[src/rtl/fp32_16_if.sv]
// Handshake bundle for the fp32 -> fp16 converter: operand in, result and flags out.
interface fp32_16_if;
  logic        in_valid;
  logic        in_ready;
  logic [31:0] in32;
  logic        out_valid;
  logic        out_ready;
  logic [15:0] out16;
  logic [3:0]  flags;

  modport master (
    output in_valid,
    output in32,
    output out_ready,
    input  in_ready,
    input  out_valid,
    input  out16,
    input  flags
  );

  modport slave (
    input  in_valid,
    input  in32,
    input  out_ready,
    output in_ready,
    output out_valid,
    output out16,
    output flags
  );
endinterface

[src/rtl/fp32_16.sv]
// Multi-cycle IEEE-754 binary32 -> binary16 converter, round-to-nearest-even.
// Subnormal results are denormalised one bit per cycle before rounding.
module fp32_16 #(
  parameter bit FTZ = 1'b0
) (
  input logic       clk,
  input logic       reset,
  fp32_16_if.slave  bus
);

  typedef enum logic [1:0] {StIdle, StShift, StRound, StDone} state_e;

  state_e      state_q;
  logic        sign_q;
  logic [4:0]  exp5_q;
  logic [23:0] w_q;
  logic        sticky_q;
  logic [3:0]  cnt_q;
  logic        in_ready_q;
  logic        out_valid_q;
  logic [15:0] out16_q;
  logic [3:0]  flags_q;

  logic               in_sign;
  logic [7:0]         in_exp;
  logic [22:0]        in_frac;
  logic signed [8:0]  in_e;
  logic               accept;

  assign in_sign = bus.in32[31];
  assign in_exp  = bus.in32[30:23];
  assign in_frac = bus.in32[22:0];
  // Unbiased exponent rebased to fp16 bias: 127 - 15 = 112.
  assign in_e    = $signed({1'b0, in_exp}) - 9'sd112;
  assign accept  = bus.in_valid & in_ready_q;

  logic [9:0]  rnd_m;
  logic        rnd_g;
  logic        rnd_s;
  logic        rnd_inc;
  logic [14:0] rnd_mag;
  logic        rnd_inexact;
  logic        rnd_ovf;
  logic        rnd_unf;

  always_comb begin
    rnd_m       = w_q[22:13];
    rnd_g       = w_q[12];
    rnd_s       = (|w_q[11:0]) | sticky_q;
    rnd_inc     = rnd_g & (rnd_s | rnd_m[0]);
    // Mantissa carry ripples into the exponent field; 30 + 1 cannot exceed 5 bits.
    rnd_mag     = {exp5_q, rnd_m} + {14'd0, rnd_inc};
    rnd_inexact = rnd_g | rnd_s;
    rnd_ovf     = (rnd_mag[14:10] == 5'h1F);
    rnd_unf     = (exp5_q == 5'd0) & rnd_inexact;
  end

  always_ff @(posedge clk or posedge reset) begin
    if (reset) begin
      state_q     <= StIdle;
      sign_q      <= 1'b0;
      exp5_q      <= 5'd0;
      w_q         <= 24'd0;
      sticky_q    <= 1'b0;
      cnt_q       <= 4'd0;
      in_ready_q  <= 1'b0;
      out_valid_q <= 1'b0;
      out16_q     <= 16'h0000;
      flags_q     <= 4'h0;
    end else begin
      unique case (state_q)
        StIdle: begin
          in_ready_q <= 1'b1;
          if (accept) begin
            in_ready_q <= 1'b0;
            sign_q     <= in_sign;
            w_q        <= {1'b1, in_frac};
            sticky_q   <= 1'b0;
            if (in_exp == 8'hFF) begin
              state_q     <= StDone;
              out_valid_q <= 1'b1;
              if (in_frac != 23'd0) begin
                // Quiet the NaN; signalling input raises invalid.
                out16_q <= {in_sign, 5'h1F, 1'b1, in_frac[21:13]};
                flags_q <= {~in_frac[22], 3'b000};
              end else begin
                out16_q <= {in_sign, 15'h7C00};
                flags_q <= 4'h0;
              end
            end else if (in_exp == 8'h00) begin
              state_q     <= StDone;
              out_valid_q <= 1'b1;
              out16_q     <= {in_sign, 15'h0000};
              flags_q     <= {2'b00, {2{in_frac != 23'd0}}};
            end else if (in_e >= 9'sd31) begin
              state_q     <= StDone;
              out_valid_q <= 1'b1;
              out16_q     <= {in_sign, 15'h7C00};
              flags_q     <= 4'b0101;
            end else if (in_e >= 9'sd1) begin
              exp5_q  <= in_e[4:0];
              state_q <= StRound;
            end else if ((in_e < -9'sd10) || FTZ) begin
              state_q     <= StDone;
              out_valid_q <= 1'b1;
              out16_q     <= {in_sign, 15'h0000};
              flags_q     <= 4'b0011;
            end else begin
              exp5_q  <= 5'd0;
              cnt_q   <= 4'(9'sd1 - in_e);
              state_q <= StShift;
            end
          end
        end
        StShift: begin
          w_q      <= w_q >> 1;
          sticky_q <= sticky_q | w_q[0];
          cnt_q    <= cnt_q - 4'd1;
          if (cnt_q == 4'd1) begin
            state_q <= StRound;
          end
        end
        StRound: begin
          out16_q     <= {sign_q, rnd_mag};
          flags_q     <= {1'b0, rnd_ovf, rnd_unf, rnd_inexact};
          out_valid_q <= 1'b1;
          state_q     <= StDone;
        end
        StDone: begin
          if (bus.out_ready) begin
            out_valid_q <= 1'b0;
            in_ready_q  <= 1'b1;
            state_q     <= StIdle;
          end
        end
        default: begin
          state_q <= StIdle;
        end
      endcase
    end
  end

  assign bus.in_ready  = in_ready_q;
  assign bus.out_valid = out_valid_q;
  assign bus.out16     = out16_q;
  assign bus.flags     = flags_q;

endmodule

[src/flat_wrapper.sv]
// flat-port wrapper written by rule: the top's interface ports become plain ports
module fp32_16_flat 
#(
  parameter bit FTZ = 1'b0
)
  (clk, reset, bus_in_valid, bus_in32, bus_out_ready, bus_in_ready, bus_out_valid, bus_out16, bus_flags);
  fp32_16_if bus_i ();
  input logic clk;
  input logic reset;
  input wire logic [$bits(bus_i.in_valid)-1:0] bus_in_valid;
  input wire logic [$bits(bus_i.in32)-1:0] bus_in32;
  input wire logic [$bits(bus_i.out_ready)-1:0] bus_out_ready;
  output wire logic [$bits(bus_i.in_ready)-1:0] bus_in_ready;
  output wire logic [$bits(bus_i.out_valid)-1:0] bus_out_valid;
  output wire logic [$bits(bus_i.out16)-1:0] bus_out16;
  output wire logic [$bits(bus_i.flags)-1:0] bus_flags;
  assign bus_i.in_valid = bus_in_valid;
  assign bus_i.in32 = bus_in32;
  assign bus_i.out_ready = bus_out_ready;
  assign bus_in_ready = bus_i.in_ready;
  assign bus_out_valid = bus_i.out_valid;
  assign bus_out16 = bus_i.out16;
  assign bus_flags = bus_i.flags;
  fp32_16 #(.FTZ(FTZ)) u_core (.clk(clk), .reset(reset), .bus(bus_i));
endmodule
[config.mk]
export PLATFORM = sky130hd
export DESIGN_NAME = fp32_16_flat
export DESIGN_NICKNAME = d
export VERILOG_FILES = /design/src/rtl/fp32_16_if.sv /design/src/rtl/fp32_16.sv /design/src/flat_wrapper.sv
export SDC_FILE = /design/constraint.sdc
export NUM_CORES = 1
export LEC_CHECK = 0
export BUFFER_PORTS_ARGS = -buffer_cell sky130_fd_sc_hd__buf_2
export CAP_MARGIN = 40
export CORE_MARGIN = 4
export CORE_UTILIZATION = 61
export DETAILED_ROUTE_END_ITERATION = 10
export PLACE_DENSITY = 0.85
export SYNTH_ARGS = -nofsm -noshare
export SYNTH_HDL_FRONTEND = slang
export SYNTH_SLANG_ARGS = --single-unit
[constraint.sdc]
create_clock -name clk -period 5.85 [get_ports clk]
set_clock_uncertainty 0.1 [all_clocks]
set_input_delay 1.17 -clock clk [delete_from_list [all_inputs] [get_ports clk]]
set_output_delay 1.17 -clock clk [all_outputs]
set_load 0.05 [all_outputs]
==> results of run 1 <==
-- per-stage QoR --
stage / hold slack (ps) / instances / util, %
global placement: 365 / 494 / 68.3
CTS: 395 / 510 / 72.1
floorplan: 348 / 378 / -
detailed placement: 370 / 494 / 68.3
finish: 392 / 511 / 72.4
global route: 423 / 511 / 72.4
-- per-layer routing --
metal	GRT usage (%)	vias up	share of wire [%]
met5	0	-	0
met4	8.50	0	1.7
met3	6.65	15	4.9
met2	37.3	82	48
met1	35.4	1487	45
li1	-	1483	-
-- cells in the final DEF, fill, tap and decap left out, drive strengths merged, types with 12 or more instances in the layout --
master	netlist	routed
dfrtp	59	59
ha	13	13
mux2i	34	34
xnor2	13	13
nor2	18	18
nor4	12	12
o21ai	28	28
mux2	27	27
buf	8	62
nand2	40	40
inv	17	18
-- cell type report --
cell class,instances,area share [%]
tap,75,2.19
inverter,17,1.49
clock inverter,7,2.34
multi-input combinational,282,48.9
timing repair buffer,62,7.71
sequential,59,34.5
clock buffer,9,2.89
-- cells by family (layout without fill, tap and decap cells) --
kind of cell	Yosys count	after routing	share of synthesized area (%)
xor+xnor	16	16	3.96
mux	61	61	17.3
simple gates	118	118	16.6
compound gates	74	74	14.1
buf+inv	37	95	4.23
flops	59	59	39.6
fa+ha+maj	13	13	4.36
-- worst min path at each step --
stage                                          start                               end  slack (ps)  cells past startpoint
floorplan                 u_core.w_q[23]$_DFFE_PP0P_        u_core.w_q[23]$_DFFE_PP0P_         350                      2
global placement    u_core.bus.out16[10]$_DFFE_PP0P_  u_core.bus.out16[10]$_DFFE_PP0P_         370                      1
detailed placement   u_core.bus.out16[5]$_DFFE_PP0P_   u_core.bus.out16[5]$_DFFE_PP0P_         370                      1
CTS                  u_core.bus.out16[5]$_DFFE_PP0P_   u_core.bus.out16[5]$_DFFE_PP0P_         390                      1
global route        u_core.bus.out16[14]$_DFFE_PP0P_  u_core.bus.out16[14]$_DFFE_PP0P_         420                      1
finish               u_core.bus.out16[2]$_DFFE_PP0P_   u_core.bus.out16[2]$_DFFE_PP0P_         390                      1
-- where the power goes --
| group | internal [mW] | total, mW | switching [mW] |
|---|---|---|---|
| Clock | 0.243 | 0.425 | 0.182 |
| Sequential | 0.590 | 0.760 | 0.170 |
| Combinational | 0.430 | 1.09 | 0.660 |
| Total | 1.26 | 2.28 | 1.01 |
-- flip-flops by register name (all words and copies together) (netlist names), 2 cells and up --
register and count:
u_core.w_q 24, u_core.bus.out16 16, u_core.exp5_q 5, u_core.bus.flags 4, u_core.cnt_q 4, u_core.state_q 2
==> summary.md, run 1 <==
| Metric | Value |
|---|---|
| Outcome | complete, no violations |
| Share of cells above drive strength 1 | 22.9% |
| Delay-heaviest family, CP | compound AO/OA/AOI/OAI gates |
| CTS tree | yes |
| Final Cycle Share | 53.0% |
| Area of the multi-input gates | 0.00210 mm² |
| Crit path required time | 5970 ps |
| Depth of the CTS H-tree | 3 |
| DR WL/cell | 17.4 µm |
| Pins over their slew limit | 0 |
| CP endpoint kind | register |
| Worst skew pair latency | 340 ps |
| TritonCTS sink count | 59 |
| Row count | 28 |
| PortBufs | 57 |
| First DRT Iteration DRCs | 183 |
| Fmax | 323 MHz |
| Critical R2R Launch | u_core.w_q[5]$_DFFE_PP0P_ |
| Cells on worst reg2reg path | 10 |
| Reg-to-Reg End | u_core.bus.flags[2]$_DFFE_PP0P_ |
| Post-Syn Area | 0.00373 mm² |
| CP arrival | 3220 ps |
| Setup tns final | 0 ps |
| Ys async rst share | 100% |
| Top cell type's share of synthesized area | 39.6% |
| Cell taking the most area after synthesis | dfrtp_1 |
| Chip width | 86.2 µm |
| Design Power | 2.28 mW |
| Worst slack, placed | 2420 ps |
| Post-layout net count | 480 |
| Sequential share of the synthesized area | 39.6% |
| Vias/cell | 6.00 |
| R2R setup slack | 2980 ps |
| Mapped Cells | 378 |
| Root Buffer | clkbuf_8 |
| DP HPWL | 6180 µm |
| Area delta synth->final | 14.9% |
| Critical path cell sequence | buf_2 -> ha_1 -> a21oi_1 -> a21o_1 -> nor2_1 -> o32ai_2 -> buf_4 -> mux2_1 |
| Crit path kind | in2reg |
| Worst Hold Class | reg2reg |
| Largest net degree at the start of global routing | 60 |
| Final hold vios | 0 |
| Worst setup path startpoint | bus_in32[27] |
| Minimum clock period | 3100 ps |
| Ant diodes | 0 |
| CP Max Fanout | 20 |
| RSZ-0062 raised after global routing | false |
| Mean post-synth cell area | 9.87 µm² |
| Count of cell types in the netlist | 64 |
| Vias in the first global route | 3005 |
| Core footprint | 0.00592 mm² |
| Final Routed Wirelength | 8890 µm |
| Fillcell total | 429 |
| GRT Util Overall | 25.0% |
| Hold_buf cts | 0 |
| Slew HR | 51.0% |
| Crit-path max cell delay | 450 ps |
| # DRC | 0 |
| DR vias | 3067 |
| Initial antenna violation count | 0 |
| Slowest cell on the critical path | a21oi_1 |
| Initial Util | 63.0% |
| Die Area | 0.00743 mm² |
| Synth Flop Type | dfrtp_1 |
| Post-CTS setup buffers | 0 |
| Tightest Pin Transition | 735 ps |
| YS warnings | 0 |
| Total gr overflow | 0 |
| Post-synth EDFFs | 0 |
| Post-route design area | 0.00429 mm² |
| Reg clk slew, reported paths | 70 ps |
| VDD IR-drop max | 0.386 mV |
| Antenna Nets Post-Route | 0 |
| First-pass GRT wire length | 14600 µm |
| Reg area | 0.00148 mm² |
| DP Area | 0.00405 mm² |
| Max_cap viols | 0 |
| GPL Wtd Cong | 0.891 |
| Total CTS buffers | 9 |
| Synth top cells by count | dfrtp_1 (59), nand2_1 (40), mux2i_1 (34) |
| Final WS setup | 2750 ps |
| Most instantiated library cell after synthesis | dfrtp_1 |
| LEAKAGE | 1.99 nW |
| Pwr dens | 531 mW/mm² |
| Synthesized flop and latch total | 59 |
| CTS max path bufs | 2 |
| Crit path to | u_core.bus.out16[15]$_DFFE_PP0P_ |
| Syn Nets | 427 |
| Die Y | 86.2 µm |
| Final setup violation count | 0 |
| Worst path depth | 8 |
| Io pins | 58 |
| Buf+Inv Stages, Crit Path | 2 |
| Critical path launch point type | input pin |
| First drt pass iteration count | 4 |
| Area contributors post-synth | dfrtp_1 (40%), mux2i_1 (9.1%), mux2_1 (5.7%) |
| Post-CTS resize count | 0 |
No activity file was read; power rests on OpenSTA's default activity.
==> inputs of run 2 (changes only) <==
- CORE_UTILIZATION: 61 -> 57
- PLACE_DENSITY: 0.85 -> 0.8
- clock period: 5.85 -> 3.1 ns (I/O delays scaled with it)
==> summary.md, run 2 (same netlist as run 1, synthesis figures left out) <==
| Metric | Value |
|---|---|
| # DRC | 0 |
| GPL Wtd Cong | 0.908 |
| Total gr overflow | 0 |
| Final hold vios | 0 |
| Combinational share of power | 50.1% |
| Post-CTS resize count | 0 |
| Most frequent cells in the layout | dfrtp_1 (59), buf_2 (57), nand2_1 (40), mux2i_1 (34), o21ai_0 (26) |
| Final setup violation count | 0 |
| Final Cycle Share | 93.5% |
| Root Buffer | clkbuf_8 |
| Tightest Pin Transition | 730 ps |
| Ant diodes | 0 |
| Vias/cell | 5.97 |
| Minimum clock period | 2900 ps |
| Commonest non-fill, non-tap cell in the layout | dfrtp_1 |
| Reg clk slew, reported paths | 70 ps |
| Max reg flops | 24 |
| CTS max path bufs | 2 |
| Final Routed Wirelength | 8460 µm |
| CP arrival | 3020 ps |
| Die Y | 88.9 µm |
| Clk pwr share | 15.7% |
| Io pins | 58 |
| Initial antenna violation count | 0 |
| Worst skew pair latency | 340 ps |
| CP endpoint kind | register |
| Total CTS buffers | 9 |
| Max_cap viols | 0 |
| DP HPWL | 6130 µm |
| VDD IR-drop max | 0.709 mV |
| Worst Hold Class | in2async |
| Largest net degree at the start of global routing | 60 |
| First DRT Iteration DRCs | 223 |
| Depth of the CTS H-tree | 3 |
| Critical path launch point type | register |
| LEAKAGE | 1.98 nW |
| Fmax | 345 MHz |
| Slew HR | 51.4% |
| GRT Util Overall | 22.7% |
| First-pass GRT wire length | 14000 µm |
| Share of cells above drive strength 1 | 23.3% |
| Sequential share of power | 34.2% |
| Pwr dens | 972 mW/mm² |
| Layout Utilization | 67.3% |
| CTS tree | yes |
| Core footprint | 0.00635 mm² |
| Die Area | 0.00790 mm² |
| CP Max Fanout | 5 |
| TritonCTS sink count | 59 |
| Outcome | complete, no violations |
| First drt pass iteration count | 4 |
| Reg with most FFs | u_core.w_q |
| Switching part of the total | 45.1% |
| PortBufs | 57 |
| Antenna Nets Post-Route | 0 |
| Initial Util | 58.8% |
| Crit path required time | 3220 ps |
| Finished Layout Cells | 515 |
| Internal power | 2.28 mW |
| Setup tns final | 0 ps |
| Post-CTS setup buffers | 0 |
| Pins over their slew limit | 0 |
| Dpl cells | 499 |
| DR vias | 3072 |
| Area delta synth->final | 14.5% |
| Chip width | 88.9 µm |
| Vias in the first global route | 2955 |
| RSZ-0062 raised after global routing | false |
| P_sw | 1.87 mW |
| DR WL/cell | 16.4 µm |
| Post-layout net count | 482 |
| Crit path kind | reg2reg |
| Row count | 29 |
| Hold_buf cts | 0 |
==> run 2: power groups by stage <==
stage	combinational, mW	clock (mW)	sequential (mW)
finish	2.08	0.651	1.42
global route	2.29	0.696	1.46
CTS	2.09	0.664	1.42
detailed placement	2.07	0	1.43
global placement	2.02	0	1.41
floorplan	1.33	0	1.67
==> run 2: cell type report <==
| cell class | count | area (µm²) |
|---|---|---|
| multi-input combinational | 282 | 2100 |
| inverter | 17 | 63.8 |
| timing repair buffer | 64 | 350 |
| sequential | 59 | 1480 |
| fill | 468 | 2080 |
| clock inverter | 5 | 37.5 |
| tap | 77 | 96.3 |
| clock buffer | 11 | 151 |
==> run 2: stage by stage <==
stage          hold WS [ps]  worst slack, ps  instance area, µm²  power [mW]
5_1_grt                 399             63.2                4270        4.45
2_1_floorplan           348              590                3730        3.00
4_1_cts                 390              185                4270        4.17
3_5_place_dp            374              226                4080        3.49
3_3_place_gp            366              304                4080        3.43
6_report                379              201                4270        4.15
==> run 2: per-layer routing <==
layer | GRT usage (%) | vias to the layer above | part of all wire [%]
li1 | - | 1485 | -
met2 | 36.6 | 86 | 48
met1 | 31.2 | 1492 | 46
met5 | 0 | - | 0
met3 | 3.59 | 9 | 5.2
met4 | 7.69 | 0 | 1.2
==> run 2: final timing paths <==
kind	startpoint	endpoint	slack, ps	cells past startpoint
min in group clk	u_core.bus.out16[4]$_DFFE_PP0P_	u_core.bus.out16[4]$_DFFE_PP0P_	380	1
max in group asynchronous	reset	u_core.bus.flags[0]$_DFFE_PP0P_	2040	3
max	u_core.sticky_q$_DFFE_PP0P_	u_core.bus.flags[2]$_DFFE_PP0P_	200	10
max reg2reg	u_core.sticky_q$_DFFE_PP0P_	u_core.bus.flags[2]$_DFFE_PP0P_	200	10
min	reset	u_core.w_q[1]$_DFFE_PP0P_	380	3
min reg2reg	u_core.bus.out16[4]$_DFFE_PP0P_	u_core.bus.out16[4]$_DFFE_PP0P_	380	1
==> run 2: worst max-delay path, cell delays in order (launching register included) <==
cell and delay, ps:
dfrtp_1 390, nor4_1 360, nand4_1 210, o21a_1 220, ha_1 210, ha_1 230, and4_1 220, nand4_1 200
xnor2_1 100, a32o_1 250, mux2_1 280
